File: src/rtl/fifo_pkg.sv
`default_nettype none
// ============================================================================
//  Package     : fifo_pkg
//  Description : Shared defaults and helpers for the programmable sync FIFO.
//  Revision    : 1.0  initial release
// ============================================================================
package fifo_pkg;

    localparam int DEFAULT_DATA_WIDTH = 8;
    localparam int DEFAULT_DEPTH      = 16;

    // Width needed to hold an occupancy value in the range 0..depth inclusive.
    function automatic int cw(input int depth);
        return $clog2(depth + 1);
    endfunction

endpackage : fifo_pkg
`default_nettype wire

File: src/rtl/fifo_dpram.sv
`default_nettype none
// ============================================================================
//  Module      : fifo_dpram
//  Description : Simple dual-port RAM, one write port, one registered read
//                port. Read-before-write on an address collision.
//  Revision    : 1.0  initial release
// ============================================================================
module fifo_dpram #(
    parameter int DATA_WIDTH = 8,
    parameter int DEPTH      = 16
) (
    input  logic                     clk,
    input  logic                     we,
    input  logic [$clog2(DEPTH)-1:0] waddr,
    input  logic [DATA_WIDTH-1:0]    wdata,
    input  logic [$clog2(DEPTH)-1:0] raddr,
    output logic [DATA_WIDTH-1:0]    rdata
);

    logic [DATA_WIDTH-1:0] r_mem [DEPTH];

    // Write port: storage is never cleared, only overwritten.
    always_ff @(posedge clk) begin
        if (we) begin
            r_mem[waddr] <= wdata;
        end
    end

    // Registered read port; returns the pre-write contents on a collision.
    always_ff @(posedge clk) begin
        rdata <= r_mem[raddr];
    end

endmodule : fifo_dpram
`default_nettype wire

File: src/rtl/sync_fifo_prog.sv
`default_nettype none
// ============================================================================
//  Module      : sync_fifo_prog
//  Description : Single-clock FIFO with programmable almost-full/almost-empty
//                levels, occupancy count and sticky overflow/underflow flags.
//                Define FIFO_FWFT_EN for first-word fall-through output;
//                otherwise reads have one cycle of latency.
//  Revision    : 1.0  initial release
// ============================================================================
module sync_fifo_prog
    import fifo_pkg::*;
#(
    parameter  int DATA_WIDTH = DEFAULT_DATA_WIDTH,
    parameter  int DEPTH      = DEFAULT_DEPTH,
    localparam int CW         = cw(DEPTH)
) (
    input  logic                  clk,
    input  logic                  reset,
    input  logic [DATA_WIDTH-1:0] din,
    input  logic                  write,
    input  logic                  read,
    input  logic [CW-1:0]         af_level,
    input  logic [CW-1:0]         ae_level,
    input  logic                  clr_err,
    output logic [DATA_WIDTH-1:0] dout,
    output logic                  empty,
    output logic                  full,
    output logic                  alf,
    output logic                  ale,
    output logic [CW-1:0]         count,
    output logic                  overflow,
    output logic                  underflow
);

    localparam int            AW      = $clog2(DEPTH);
    localparam logic [CW-1:0] DEPTH_C = CW'(DEPTH);

    logic [AW-1:0]         r_wr_ptr;
    logic [AW-1:0]         r_rd_ptr;
    logic [CW-1:0]         r_count;
    logic [CW-1:0]         w_count_next;
    logic                  r_empty;
    logic                  r_full;
    logic                  r_alf;
    logic                  r_ale;
    logic                  r_ovf;
    logic                  r_udf;

    logic                  w_wr_ok;
    logic                  w_rd_ok;
    logic                  w_ram_we;
    logic                  w_ram_pop;
    logic [AW-1:0]         w_raddr;
    logic [DATA_WIDTH-1:0] w_rdata;

    // Accept rules: a write into a full FIFO is allowed only alongside a read.
    assign w_wr_ok      = write & (~r_full | read);
    assign w_rd_ok      = read & ~r_empty;
    assign w_count_next = r_count + CW'(w_wr_ok) - CW'(w_rd_ok);

    fifo_dpram #(
        .DATA_WIDTH (DATA_WIDTH),
        .DEPTH      (DEPTH)
    ) u_ram (
        .clk   (clk),
        .we    (w_ram_we),
        .waddr (r_wr_ptr),
        .wdata (din),
        .raddr (w_raddr),
        .rdata (w_rdata)
    );

    // RAM pointers; AW-bit counters wrap from DEPTH-1 back to 0 on their own.
    always_ff @(posedge clk) begin
        if (reset) begin
            r_wr_ptr <= '0;
            r_rd_ptr <= '0;
        end else begin
            if (w_ram_we) begin
                r_wr_ptr <= r_wr_ptr + AW'(1);
            end
            if (w_ram_pop) begin
                r_rd_ptr <= r_rd_ptr + AW'(1);
            end
        end
    end

    // Occupancy and status flags, all derived from the next count so they
    // line up with count; thresholds are taken live at each edge.
    always_ff @(posedge clk) begin
        if (reset) begin
            r_count <= '0;
            r_empty <= 1'b1;
            r_full  <= 1'b0;
            r_alf   <= (af_level == '0);
            r_ale   <= 1'b1;
        end else begin
            r_count <= w_count_next;
            r_empty <= (w_count_next == '0);
            r_full  <= (w_count_next == DEPTH_C);
            r_alf   <= (w_count_next >= af_level);
            r_ale   <= (w_count_next <= ae_level);
        end
    end

    // Sticky error flags; a new error in the clear cycle wins over clr_err.
    always_ff @(posedge clk) begin
        if (reset) begin
            r_ovf <= 1'b0;
            r_udf <= 1'b0;
        end else begin
            r_ovf <= (write & ~w_wr_ok) | (r_ovf & ~clr_err);
            r_udf <= (read  & ~w_rd_ok) | (r_udf & ~clr_err);
        end
    end

`ifdef FIFO_FWFT_EN
    // The head entry lives in r_head; the RAM holds everything behind it.
    logic [CW-1:0]         w_mem_cnt;
    logic [CW-1:0]         w_mem_cnt_next;
    logic                  w_to_head;
    logic [DATA_WIDTH-1:0] w_ram_head;
    logic [DATA_WIDTH-1:0] r_head;
    logic [DATA_WIDTH-1:0] r_wdata_q;
    logic                  r_fresh;

    assign w_mem_cnt = r_count - CW'(~r_empty);

    // A pop refills the head from RAM when RAM has data; otherwise a write
    // that finds the head free (or being vacated) goes straight into it.
    assign w_ram_pop      = w_rd_ok & (w_mem_cnt != '0);
    assign w_to_head      = w_wr_ok & (r_empty | (w_rd_ok & (w_mem_cnt == '0)));
    assign w_ram_we       = w_wr_ok & ~w_to_head;
    assign w_mem_cnt_next = w_mem_cnt + CW'(w_ram_we) - CW'(w_ram_pop);

    // Look ahead one pointer step so rdata always shows the current RAM head.
    assign w_raddr = r_rd_ptr + AW'(w_ram_pop);

    // If the RAM head was written on the same edge it was looked up, rdata is
    // stale; the captured write data stands in for it for that one cycle.
    assign w_ram_head = r_fresh ? r_wdata_q : w_rdata;

    // Head holding register plus the stale-read bypass bookkeeping.
    always_ff @(posedge clk) begin
        if (reset) begin
            r_head    <= '0;
            r_wdata_q <= '0;
            r_fresh   <= 1'b0;
        end else begin
            r_fresh <= w_ram_we & (w_mem_cnt_next == CW'(1));
            if (w_ram_we) begin
                r_wdata_q <= din;
            end
            if (w_ram_pop) begin
                r_head <= w_ram_head;
            end else if (w_to_head) begin
                r_head <= din;
            end
        end
    end

    assign dout = r_head;
`else
    // Standard mode: the RAM read register is the data path; a hold register
    // keeps the last read word once rdata moves on.
    logic                  r_rd_valid;
    logic [DATA_WIDTH-1:0] r_dout_q;

    assign w_ram_we  = w_wr_ok;
    assign w_ram_pop = w_rd_ok;
    assign w_raddr   = r_rd_ptr;

    // Track which cycle carries fresh read data and retain it afterwards.
    always_ff @(posedge clk) begin
        if (reset) begin
            r_rd_valid <= 1'b0;
            r_dout_q   <= '0;
        end else begin
            r_rd_valid <= w_rd_ok;
            if (r_rd_valid) begin
                r_dout_q <= w_rdata;
            end
        end
    end

    assign dout = r_rd_valid ? w_rdata : r_dout_q;
`endif

    assign count     = r_count;
    assign empty     = r_empty;
    assign full      = r_full;
    assign alf       = r_alf;
    assign ale       = r_ale;
    assign overflow  = r_ovf;
    assign underflow = r_udf;

endmodule : sync_fifo_prog
`default_nettype wire

File: config.mk
export PLATFORM = sky130hd
export DESIGN_NAME = sync_fifo_prog
export DESIGN_NICKNAME = d
export VERILOG_FILES = /design/src/rtl/fifo_pkg.sv /design/src/rtl/fifo_dpram.sv /design/src/rtl/sync_fifo_prog.sv
export SDC_FILE = /design/constraint.sdc
export NUM_CORES = 1
export LEC_CHECK = 0
export ABC_AREA = 1
export BUFFER_PORTS_ARGS = -buffer_cell sky130_fd_sc_hd__buf_2
export CORE_MARGIN = 10
export CORE_UTILIZATION = 30
export DETAILED_ROUTE_END_ITERATION = 6
export PLACE_DENSITY = 0.42
export SETUP_SLACK_MARGIN = 0.3
export SYNTH_ARGS = -nofsm -noshare
export SYNTH_HDL_FRONTEND = slang
export SYNTH_HIERARCHICAL = 1
export SYNTH_SLANG_ARGS = --single-unit
File: constraint.sdc
create_clock -name clk -period 3.5 [get_ports clk]
set_input_delay 0.525 -clock clk [delete_from_list [all_inputs] [get_ports clk]]
set_output_delay 0.525 -clock clk [all_outputs]
set_load 0.02 [all_outputs]
# Yosys cells after proc, flatten, opt, wreduce, memory -nomap -nowiden
# Memories as Yosys holds them, arrays and structs flattened. A register that Yosys moved wholly into a read port is not among the register bits.
# Cells that the tools add are included.
[classes]
mux = 4
n_reduce_logical = 2
n_lt_le_gt_ge = 2
eq_ne = 1
bitwise = 14
n_addsub = 4
[op_table]
columns = ["operator", "count"]
rows = [
  ["$logic_not A5 Y1", 2],
  ["$add A4 B1 Y4 const B", 2],
  ["$mux W8", 1],
  ["$and A1 B1 Y1", 6],
  ["$add A5 B1 Y5", 1],
  ["$eq A5 B5 Y1 const B", 1],
  ["$ge A5 B5 Y1", 1],
  ["$le A5 B5 Y1", 1],
  ["$not A1 Y1", 5],
  ["$sub A5 B1 Y5", 1],
  ["$mux W1", 3],
  ["$or A1 B1 Y1", 3],
]
[word_totals]
elab_cells = 39
register_bits = 28
mem_count = 1
out_inout_bits = 19
ram_bits = 128
[memory_table]
columns = ["memory", "depth", "width", "read_ports", "rd_clocked_by_memory_dff", "wr", "line", "rtl"]
rows = [
  ["u_ram.r_mem", 16, 8, 1, 1, 1, "fifo_dpram.sv:20", "logic [DATA_WIDTH-1:0] r_mem [DEPTH];"],
]

# Depth between registers and ports, before layout
# Gate-level depths: netlist (run 1).
[logic_depth]
word_depth = 7
ltp_mapped = 19

# Modules after synthesis
# Netlist (run 1), hierarchy kept.
[modules_own_cells]
columns = ["mod", "cells_each", "n_inst", "seq_area_each_um2", "area_each_um2"]
rows = [
  ["fifo_dpram", 551, 1, 4003.8, 5766.8],
  ["sync_fifo_prog", 201, 1, 560.5, 1485.2],
]

# Least setup slack after synthesis (run 1)
# Ideal clock, no wire load.
[synth_path]
path_kind = "input port to flip-flop"
start = "input port read"
end = "register r_alf (netlist: alf)"
path_buffers = 0
arrival_ps = 2517
slack_ps = 870
cell_stages = 15
cell_sequence = "inv_2 -> nand2_2 -> nand2_2 -> ha_1 -> inv_1 -> ha_1 -> fa_1 -> xor2_1 -> ha_1 -> a21oi_1 -> o21ai_1 -> nand2_1 -> nand2_1 -> nand2_1 -> nand2_1"
[synth_via]
elab_chain_len = 6
word_cells_on_any_way = 7
[synth_lines]
columns = ["item", "line", "rtl"]
rows = [
  ["start, declared", "sync_fifo_prog.sv:21", "input logic read,"],
  ["$or A1 B1 Y1", "sync_fifo_prog.sv:57", "assign w_wr_ok = write & (~r_full | read);"],
  ["$and A1 B1 Y1", "sync_fifo_prog.sv:57", ""],
  ["$add A5 B1 Y5", "sync_fifo_prog.sv:59", "assign w_count_next = r_count + CW'(w_wr_ok) - CW'(w_rd_ok);"],
  ["$sub A5 B1 Y5 (*)", "sync_fifo_prog.sv:59", ""],
  ["named net w_count_next[2]", "sync_fifo_prog.sv:41", "logic [CW-1:0] w_count_next;"],
  ["$ge A5 B5 Y1 (*)", "sync_fifo_prog.sv:101", "r_alf <= (w_count_next >= af_level);"],
  ["$mux W1 (*)", "sync_fifo_prog.sv:91", "if (reset) begin"],
  ["end signal, assigned", "sync_fifo_prog.sv:95", "r_alf <= (af_level == '0);"],
  ["end signal, assigned", "sync_fifo_prog.sv:101", ""],
  ["end, declared", "sync_fifo_prog.sv:44", "logic r_alf;"],
]
# Mark *: on every way through the listed nets, which the timed path passes. The rest lies on a longest branch.
# A chain may end at the register's enable or synchronous reset.

# Worst setup path after layout (run 1)
[layout_path]
start = "register r_empty (netlist: empty)"
end = "register r_ale (netlist: ale)"
[layout_via]
elab_chain_len = 4
[layout_lines]
columns = ["item", "line", "rtl"]
rows = [
  ["start, declared", "sync_fifo_prog.sv:42", "logic r_empty;"],
  ["start signal, assigned", "sync_fifo_prog.sv:99", "r_empty <= (w_count_next == '0);"],
  ["$not A1 Y1", "sync_fifo_prog.sv:58", "assign w_rd_ok = read & ~r_empty;"],
  ["$and A1 B1 Y1", "sync_fifo_prog.sv:58", ""],
  ["named net w_ram_pop", "sync_fifo_prog.sv:52", "logic w_ram_pop;"],
  ["$sub A5 B1 Y5", "sync_fifo_prog.sv:59", ""],
  ["named net w_count_next[4]", "sync_fifo_prog.sv:41", ""],
  ["$le A5 B5 Y1", "sync_fifo_prog.sv:102", "r_ale <= (w_count_next <= ae_level);"],
  ["end signal, assigned", "sync_fifo_prog.sv:102", ""],
  ["end, declared", "sync_fifo_prog.sv:45", "logic r_ale;"],
]
# The timed path passes the listed nets, and every way through them passes these cells.

==> run_results.csv, run 1 <==
group,metric,value,unit
logic_synthesis,seq_area_frac_synth,0.629,
sta,min_period,2660,ps
clock_network,clk_pin_slew,60,ps
die,ioPinCount,42,
global_routing,grt_pass1_vias,4906,
detailed_routing,routed_wirelength,17700,um
sta,setup_ws,840,ps
die,die_h,175,um
detailed_routing,drtPass1Iterations,5,
global_routing,grt_overflow_total,0,
detailed_routing,vias,4971,
detailed_routing,drt_iter0_drc,321,
clock_network,cts_tree,"yes",
logic_synthesis,yosys-top-cells-count,"228 x nand2_1, 129 x inv_1, 128 x edfxtp_1, 108 x nand3_1, 36 x dfxtp_1",
run_status,status,"complete, no violations",
job,maxCapViolations,0,
placement,hpwl,11300,um
placement,routabilityCongestion,0.825,
sta,fin_setup_tns,0,ps
die,start_util,0.307,
setup_path,required,3810,ps
cells_and_area,antenna_cells,0,
clock_network,cts_root_buf,"clkbuf_16",
sta,final-hold-violation-count,0,
placement,dpl.cell_count,1089,
clock_network,hold_buffers,0,
global_routing,grt_pass1_wl,27700,um
clock_network,cts_inserted_buffers,17,
detailed_routing,wl_met2,8080,um
cells_and_area,nets,830,
sta,finalMaxSlewViolations,0,
placement,place_area,7700,um^2
clock_network,clockBufferDepth,2,
detailed_routing,wl_per_cell,15.8,um
setup_path,worstPathMaxFanout,7,
die,coreArea,23600,um^2
cells_and_area,final_cells,1121,
setup_path,r2r_start,"empty",
global_routing,antenna_found_initial,0,
sta,rsz0062_at_grt,"false",
clock_network,cts_sinks,164,
global_routing,track_usage,0.117,
logic_synthesis,synth_area_leaders,"edfxtp_1 53%, nand2_1 12%, dfxtp_1 9.9%",
die,row_count,56,
logic_synthesis,syn_area,7250,um^2
logic_synthesis,synthArstFlopShare,0,
cells_and_area,fin_area,8250,um^2
logic_synthesis,synth_nets,793,
logic_synthesis,yosys.area.top_type,"edfxtp_1",
sta,min_period_over_period,0.760,
detailed_routing,dr_wl_met3,1080,um
logic_synthesis,synthCells,752,
placement,dp_slack,528,ps
detailed_routing,viasPerCell,4.43,
logic_synthesis,synth-seq-cells,164,
logic_synthesis,synth_edf_count,128,
global_routing,grt_max_degree,68,
power_and_ir_drop,powerDensity,621,nW/um^2
logic_synthesis,syn_area_per_cell,9.64,um^2
detailed_routing,ant_nets,0,
power_and_ir_drop,p_leak,3.62,nW
cells_and_area,fillers,2421,
logic_synthesis,yosysMostFrequentCell,"nand2_1",
setup_path,critPathArrivalTime,2970,ps
clock_network,htree_levels,4,
sta,worstMarginPinSlew,1020,ps
power_and_ir_drop,peakVddDrop,0.000274,V
logic_synthesis,yosys.area.top_type_share,0.530,
setup_path,endpoint_kind,"flip-flop",
die,die_w,175,um
setup_path,rrSetupSlack,840,ps
logic_synthesis,yosys.cell_types.count,26,
clock_network,post-cts-setup-buffer-count,0,
detailed_routing,drc_errors,0,
worst_hold_path,hold_path.class,"in -> reg",
sta,relSlewSlack,0.323,
placement,port_buffers,41,
cells_and_area,area_growth_syn_to_layout,13.7,%
setup_path,rr_worst_depth,14,
setup_path,crit_path_start_kind,"flip-flop",
sta,setup_viol_count_final,0,
detailed_routing,dr.max_layer_used,"met4",
setup_path,crit_path_start,"empty",
clock_network,cts.repair.resized,0,
setup_path,worstReg2RegEnd,"ale",
setup_path,crit_path_end,"ale",
logic_synthesis,synth_top_flop_cell,"edfxtp_1",
logic_synthesis,yosysWarnings,6,
sta,max_freq,376,MHz
sta,clock_skew,7.28,ps
setup_path,worst-setup-path-type,"reg -> reg",
die,die_area,30800,um^2
cells_and_area,drive_gt1_frac,0.103,
detailed_routing,met1_length,8340,um
clock_network,clk_latency,430,ps
[worst max-delay path, cell delays in order (launching register included)]
cell and delay (ps):
dfxtp_1 450, nor2_8 90, ha_1 270, inv_1 40, ha_1 200, fa_1 420
nand3_1 110, nand3_1 110, nand2_1 120, inv_1 70, ha_1 300, nand2_1 110
nor2_1 50, a21oi_1 110, o21ai_0 90
[metrics by stage]
step | power [mW] | hold slack [ps] | util
final | 5.12 | 356 | 0.349
after floorplan | 3.12 | 444 | -
after global routing | 5.43 | 370 | 0.349
after detailed placement | 3.44 | 449 | 0.326
after CTS | 5.17 | 343 | 0.349
after global placement | 3.41 | 448 | 0.326
[power breakdown]
part | leakage, nW | switching, mW | internal [mW]
Sequential | 1.45 | 0.0526 | 2.21
Combinational | 1.90 | 0.757 | 0.364
Clock | 0.273 | 0.719 | 1.01
[placed cells by master (no fill, tap or decap), drive strengths merged]
| cell type | instances |
|---|---|
| clkinv | 3 |
| fa | 1 |
| a21oi | 20 |
| xor2 | 1 |
| nand3 | 108 |
| nor2 | 35 |
| clkbuf | 28 |
| inv | 136 |
| o21ai | 6 |
| xnor2 | 2 |
| ha | 17 |
| nand4 | 1 |
| nand3b | 2 |
| nor3 | 1 |
| buf | 45 |
| nor4 | 1 |
| dfxtp | 36 |
| nand2 | 231 |
| edfxtp | 128 |
[layer usage]
layer,GRT usage,vias to the layer above
met3,0.0292,11
met1,0.155,2354
li1,-,2474
met2,0.182,132
met5,0,-
met4,0.0420,0
[cell type report]
cell class                 instances  area (um^2)  area share
timing repair buffer              45          235      0.0285
inverter                         135          507      0.0614
multi-input combinational        426         2000       0.242
sequential                       164         4570       0.554
tap                              319          399      0.0484
clock inverter                     4         21.3     0.00258
clock buffer                      28          522      0.0633
[state kept, by name, summed over array words and instances, names as in the netlist]
register     count
ale              1
r_wr_ptr         4
u_ram/rdata      8
empty            1
overflow         1
r_dout_q         8
u_ram/r_mem    128
r_rd_ptr         4
count            5
alf              1
r_rd_valid       1
underflow        1
full             1
[worst min-delay path by stage]
| stage | startpoint | end | cells past startpoint |
|---|---|---|---|
| 6_report | clr_err | underflow | 4 |
| 5_1_grt | clr_err | overflow | 4 |
| 4_1_cts | clr_err | underflow | 4 |
| 3_5_place_dp | underflow | underflow | 2 |
| 3_3_place_gp | underflow | underflow | 2 |
| 2_1_floorplan | u_ram/rdata[6] | r_dout_q[6] | 2 |
[kinds of logic after synthesis]
kind of cell               after synthesis  share of synthesized area
adders and majority gates               18                     0.0321
buffers and inverters                  162                     0.0952
and+or+nand+nor                        379                      0.222
xor gates and xnor gates                 3                    0.00362
AOI/OAI and AO/OA                       26                     0.0179
DFF                                    164                      0.629
(Power assumes the default switching activity.)
==> run 2: changes to the inputs <==
PLACE_DENSITY = 0.44   (was 0.42)
clock period = 2.3 ns   (was 3.5 ns; I/O delays follow)
==> run_results.csv, run 2 (synthesized netlist as in run 1, its figures left out) <==
group,metric,value,unit
setup_path,worstPathMaxFanout,3,
detailed_routing,wl_per_cell,15.3,um
clock_network,hold_buffers,0,
global_routing,grt_pass1_vias,4868,
clock_network,clockBufferDepth,2,
clock_network,cts_sinks,164,
clock_network,cts_root_buf,"clkbuf_16",
power_and_ir_drop,combPwrFrac,0.257,
sta,holdWs,182,ps
detailed_routing,drt_iter0_drc,289,
placement,place_area,8010,um^2
placement,port_buffers,41,
clock_network,cts_inserted_buffers,17,
cells_and_area,nets,860,
power_and_ir_drop,peakVddDrop,0.000421,V
cells_and_area,largest_reg_flops,128,
global_routing,track_usage,0.117,
run_status,status,"finished, violations left",
cells_and_area,multi_input_area,2100,um^2
setup_path,crit_path_start_kind,"flip-flop",
die,start_util,0.307,
sta,setup_ws,-4.22,ps
setup_path,endpoint_kind,"flip-flop",
cells_and_area,top_regs,"u_ram/r_mem (128), r_dout_q (8), u_ram/rdata (8)",
sta,setup_viol_count_final,1,
global_routing,grt_pass1_wl,27600,um
sta,finalMaxSlewViolations,0,
cells_and_area,layout_common_cells,"224 x nand2_1, 128 x edfxtp_1, 127 x inv_1, 106 x nand3_1, 41 x buf_2",
cells_and_area,top_register,"u_ram/r_mem",
global_routing,grt_max_degree,65,
power_and_ir_drop,powerDensity,975,nW/um^2
detailed_routing,ant_nets,0,
die,die_h,175,um
sta,worstMarginPinSlew,726,ps
power_and_ir_drop,intPower,5.81,mW
placement,hpwl,10800,um
power_and_ir_drop,p_leak,3.82,nW
cells_and_area,fillers,2397,
cells_and_area,area_growth_syn_to_layout,19.3,%
cells_and_area,drive_gt1_frac,0.162,
die,row_count,56,
die,die_w,175,um
sta,final-hold-violation-count,0,
clock_network,cts_tree,"yes",
sta,clock_skew,11.1,ps
clock_network,clk_pin_slew,60,ps
power_and_ir_drop,swShare,0.312,
run_status,violations,"negative setup slack",
placement,routabilityCongestion,0.721,
cells_and_area,antenna_cells,0,
clock_network,htree_levels,4,
job,maxCapViolations,0,
cells_and_area,regArea,4570,um^2
cells_and_area,fin_area,8650,um^2
sta,min_period_over_period,1.00,
die,coreArea,23600,um^2
detailed_routing,vias,4960,
clock_network,clk_latency,430,ps
detailed_routing,drtPass1Iterations,5,
sta,min_period,2300,ps
detailed_routing,drc_errors,0,
sta,relSlewSlack,0.515,
global_routing,grt_overflow_total,0,
detailed_routing,routed_wirelength,17500,um
sta,rsz0062_at_grt,"true",
setup_path,worst-setup-path-type,"reg -> reg",
setup_path,critPathArrivalTime,2620,ps
global_routing,antenna_found_initial,0,
worst_hold_path,hold_path.class,"in -> reg",
setup_path,required,2620,ps
cells_and_area,mostFrequentLayoutCell,"nand2_1",
die,die_area,30800,um^2
power_and_ir_drop,power_frac_seq,0.410,
detailed_routing,viasPerCell,4.31,
power_and_ir_drop,p_sw,2.63,mW
sta,max_freq,434,MHz
sta,fin_setup_tns,-4.22,ps
power_and_ir_drop,power_frac_clock,0.333,
die,ioPinCount,42,
-- run 2: timing repair --
item,CTS,global route
setup endpoints to repair,3,5
pin swaps,13,11
buffers inserted,2,0
resized for setup,8,6
-- run 2: critical path, cell delays in order, from the launching register on --
cell	delay, ps
dfxtp_4	350
nand2_4	60
nand2_4	60
ha_4	260
inv_2	40
ha_4	150
fa_2	370
nand3_2	100
nand2_2	50
nand2_2	90
nand2_2	80
inv_4	80
ha_4	210
nand2_4	60
nor2_2	30
a21oi_1	140
o21ai_1	80
-- run 2: path summary, 6_finish.rpt --
check / slack, ps / start / endpoint / cells after the start
worst min-delay path: 180 / clr_err / underflow / 4
worst min register to register: 460 / underflow / underflow / 2
worst max-delay path: -4 / full / ale / 16
worst max register to register: -4 / full / ale / 16
-- run 2: power groups by stage --
stage	logic [mW]	clock network (mW)	registers, mW
3_5_place_dp	1.93	0	3.52
6_report	2.17	2.81	3.46
2_1_floorplan	1.23	0	3.58
5_1_grt	2.46	3.00	3.48
3_3_place_gp	1.94	0	3.52
4_1_cts	2.09	2.87	3.46
-- run 2: area by class of cell --
| type | count | share of cell area |
|---|---|---|
| flip-flops and latches | 164 | 0.528 |
| multi-input cells | 426 | 0.243 |
| inverters | 135 | 0.0607 |
| repair buffers | 75 | 0.0551 |
| clock buffers | 17 | 0.0492 |
| well taps | 319 | 0.0461 |
| clock inverters | 14 | 0.0175 |
-- run 2: per-layer routing --
| layer | global-route usage | vias up | share of wire |
|---|---|---|---|
| li1 | - | 2537 | - |
| met1 | 0.151 | 2335 | 0.47 |
| met2 | 0.190 | 78 | 0.47 |
| met3 | 0.0259 | 10 | 0.042 |
| met4 | 0.0364 | 0 | 0.0096 |
| met5 | 0 | - | 0 |
-- run 2: per-stage QoR --
step	total power, mW	setup slack [ps]	cells	util
5_1_grt	8.95	-123	1150	0.366
2_1_floorplan	4.81	21.6	752	-
3_3_place_gp	5.46	-321	1117	0.339
6_report	8.44	-4.22	1150	0.366
3_5_place_dp	5.45	-351	1117	0.339
4_1_cts	8.42	0.896	1150	0.366
==> run 3: changes to the inputs <==
clock period = 1.85 ns   (was 2.3 ns; I/O delays follow)
==> run_results.csv, run 3 (synthesized netlist as in run 1, its figures left out) <==
group,metric,value,unit
run_status,status,"finished, violations left",
run_status,violations,"negative setup slack",
sta,min_period,2270,ps
worst_hold_path,hold_path.class,"in -> reg",
cells_and_area,fillers,2386,
setup_path,worst-setup-path-type,"reg -> reg",
detailed_routing,routed_wirelength,17700,um
global_routing,grt_pass1_vias,4906,
power_and_ir_drop,combPwrFrac,0.284,
detailed_routing,vias,4994,
global_routing,met2_usage,0.187,
clock_network,clockBufferDepth,2,
global_routing,antenna_found_initial,0,
cells_and_area,utilization,0.375,
cells_and_area,layout_common_cells,"223 x nand2_1, 128 x edfxtp_1, 126 x inv_1, 105 x nand3_1, 41 x buf_4",
global_routing,grt_overflow_total,0,
die,coreArea,23600,um^2
power_and_ir_drop,powerDensity,1210,nW/um^2
setup_path,endpoint_kind,"flip-flop",
global_routing,grt_pass1_wl,27500,um
die,die_w,175,um
sta,min_period_over_period,1.23,
cells_and_area,mostFrequentLayoutCell,"nand2_1",
placement,port_buffers,41,
job,maxCapViolations,0,
cells_and_area,top_register,"u_ram/r_mem",
global_routing,grt_busiest_layer,"met2",
clock_network,hold_buffers,0,
sta,worstMarginPinSlew,468,ps
setup_path,worstPathMaxFanout,3,
clock_network,cts_sinks,164,
die,start_util,0.307,
cells_and_area,final_cells,1164,
detailed_routing,wl_per_cell,15.2,um
clock_network,cts_inserted_buffers,17,
cells_and_area,regArea,4580,um^2
cells_and_area,drive_gt1_frac,0.183,
die,ioPinCount,42,
power_and_ir_drop,power,10.7,mW
clock_network,htree_levels,4,
clock_network,clk_latency,420,ps
sta,finalMaxSlewViolations,0,
die,die_h,175,um
sta,setup_ws,-421,ps
placement,routabilityCongestion,0.757,
clock_network,cts_tree,"yes",
power_and_ir_drop,power_frac_clock,0.312,
sta,relSlewSlack,0.688,
power_and_ir_drop,swShare,0.301,
setup_path,crit_path_start_kind,"flip-flop",
global_routing,track_usage,0.116,
placement,hpwl,11300,um
cells_and_area,multi_input_area,2120,um^2
sta,final-hold-violation-count,0,
die,die_area,30800,um^2
detailed_routing,viasPerCell,4.29,
detailed_routing,drt_iter0_drc,214,
detailed_routing,drc_errors,0,
placement,dpl.cell_count,1129,
global_routing,grt_max_degree,38,
power_and_ir_drop,p_leak,3.90,nW
cells_and_area,largest_reg_flops,128,
power_and_ir_drop,peakVddDrop,0.000576,V
sta,setup_viol_count_final,5,
global_routing,use_met1,0.153,
setup_path,required,2160,ps
sta,max_freq,440,MHz
power_and_ir_drop,power_frac_seq,0.403,
cells_and_area,antenna_cells,0,
power_and_ir_drop,intPower,7.45,mW
detailed_routing,drtPass1Iterations,5,
cells_and_area,nets,877,
detailed_routing,ant_nets,0,
clock_network,cts_root_buf,"clkbuf_16",
setup_path,critPathArrivalTime,2580,ps
cells_and_area,area_growth_syn_to_layout,22.0,%
global_routing,use_met3,0.0287,
power_and_ir_drop,p_sw,3.21,mW
cells_and_area,top_regs,"u_ram/r_mem (128), r_dout_q (8), u_ram/rdata (8)",
clock_network,clk_pin_slew,60,ps
die,row_count,56,
sta,clock_skew,10.7,ps
sta,rsz0062_at_grt,"true",
run 3: stage by stage:
step	hold slack [ps]	setup TNS, ps	setup slack, ps	instance area [um^2]
floorplan	376	-843	-443	7300
global placement	449	-1900	-629	8120
detailed placement	456	-2080	-670	8120
CTS	95.9	-1320	-456	8740
global route	120	-1710	-533	8840
finish	119	-1210	-421	8840
run 3: worst max-delay path, cell delays in order (launching register included):
cell     delay, ps
dfxtp_4        350
nand2_4         60
nand2_4         50
ha_4           250
inv_2           30
ha_4           150
fa_2           370
nand3_2         90
nand3_2         80
nand2_2        110
inv_2           60
ha_4           290
nand2_4         60
nor3_1         130
o21ai_1         90
run 3: path summary, 6_finish.rpt:
path                                 from         to  slack, ps  depth (start not counted)
worst max-delay path                 full        ale       -420                         14
worst max register to register       full        ale       -420                         14
worst min-delay path              clr_err  underflow        120                          4
worst min register to register  underflow  underflow        460                          2
run 3: final cells by class:
| class | instances | area share |
|---|---|---|
| Clock inverter | 10 | 0.0127 |
| Timing Repair Buffer | 92 | 0.0785 |
| Multi-Input combinational cell | 426 | 0.239 |
| Inverter | 135 | 0.0584 |
| Clock buffer | 18 | 0.0485 |
| Tap cell | 319 | 0.0451 |
| Sequential cell | 164 | 0.517 |
run 3: metal layers:
layer / vias to the layer above / wire length (um)
met4: 0 / 154
li1: 2569 / -
met3: 10 / 621
met2: 59 / 8210
met1: 2356 / 8680
met5: - / 0
run 3: repair_timing:
action	CTS	global route
pin swaps	10	5
hold endpoints to repair	0	0
gates resized for setup	15	25
setup buffers	2	5
endpoints found under the setup margin	115	129
run 3: power groups by stage:
stage | clock (mW) | sequential, mW | combinational [mW]
6_report | 3.33 | 4.30 | 3.03
5_1_grt | 3.59 | 4.33 | 3.43
4_1_cts | 3.44 | 4.30 | 2.84
3_5_place_dp | 0 | 4.38 | 2.61
3_3_place_gp | 0 | 4.38 | 2.59
2_1_floorplan | 0 | 4.45 | 1.53
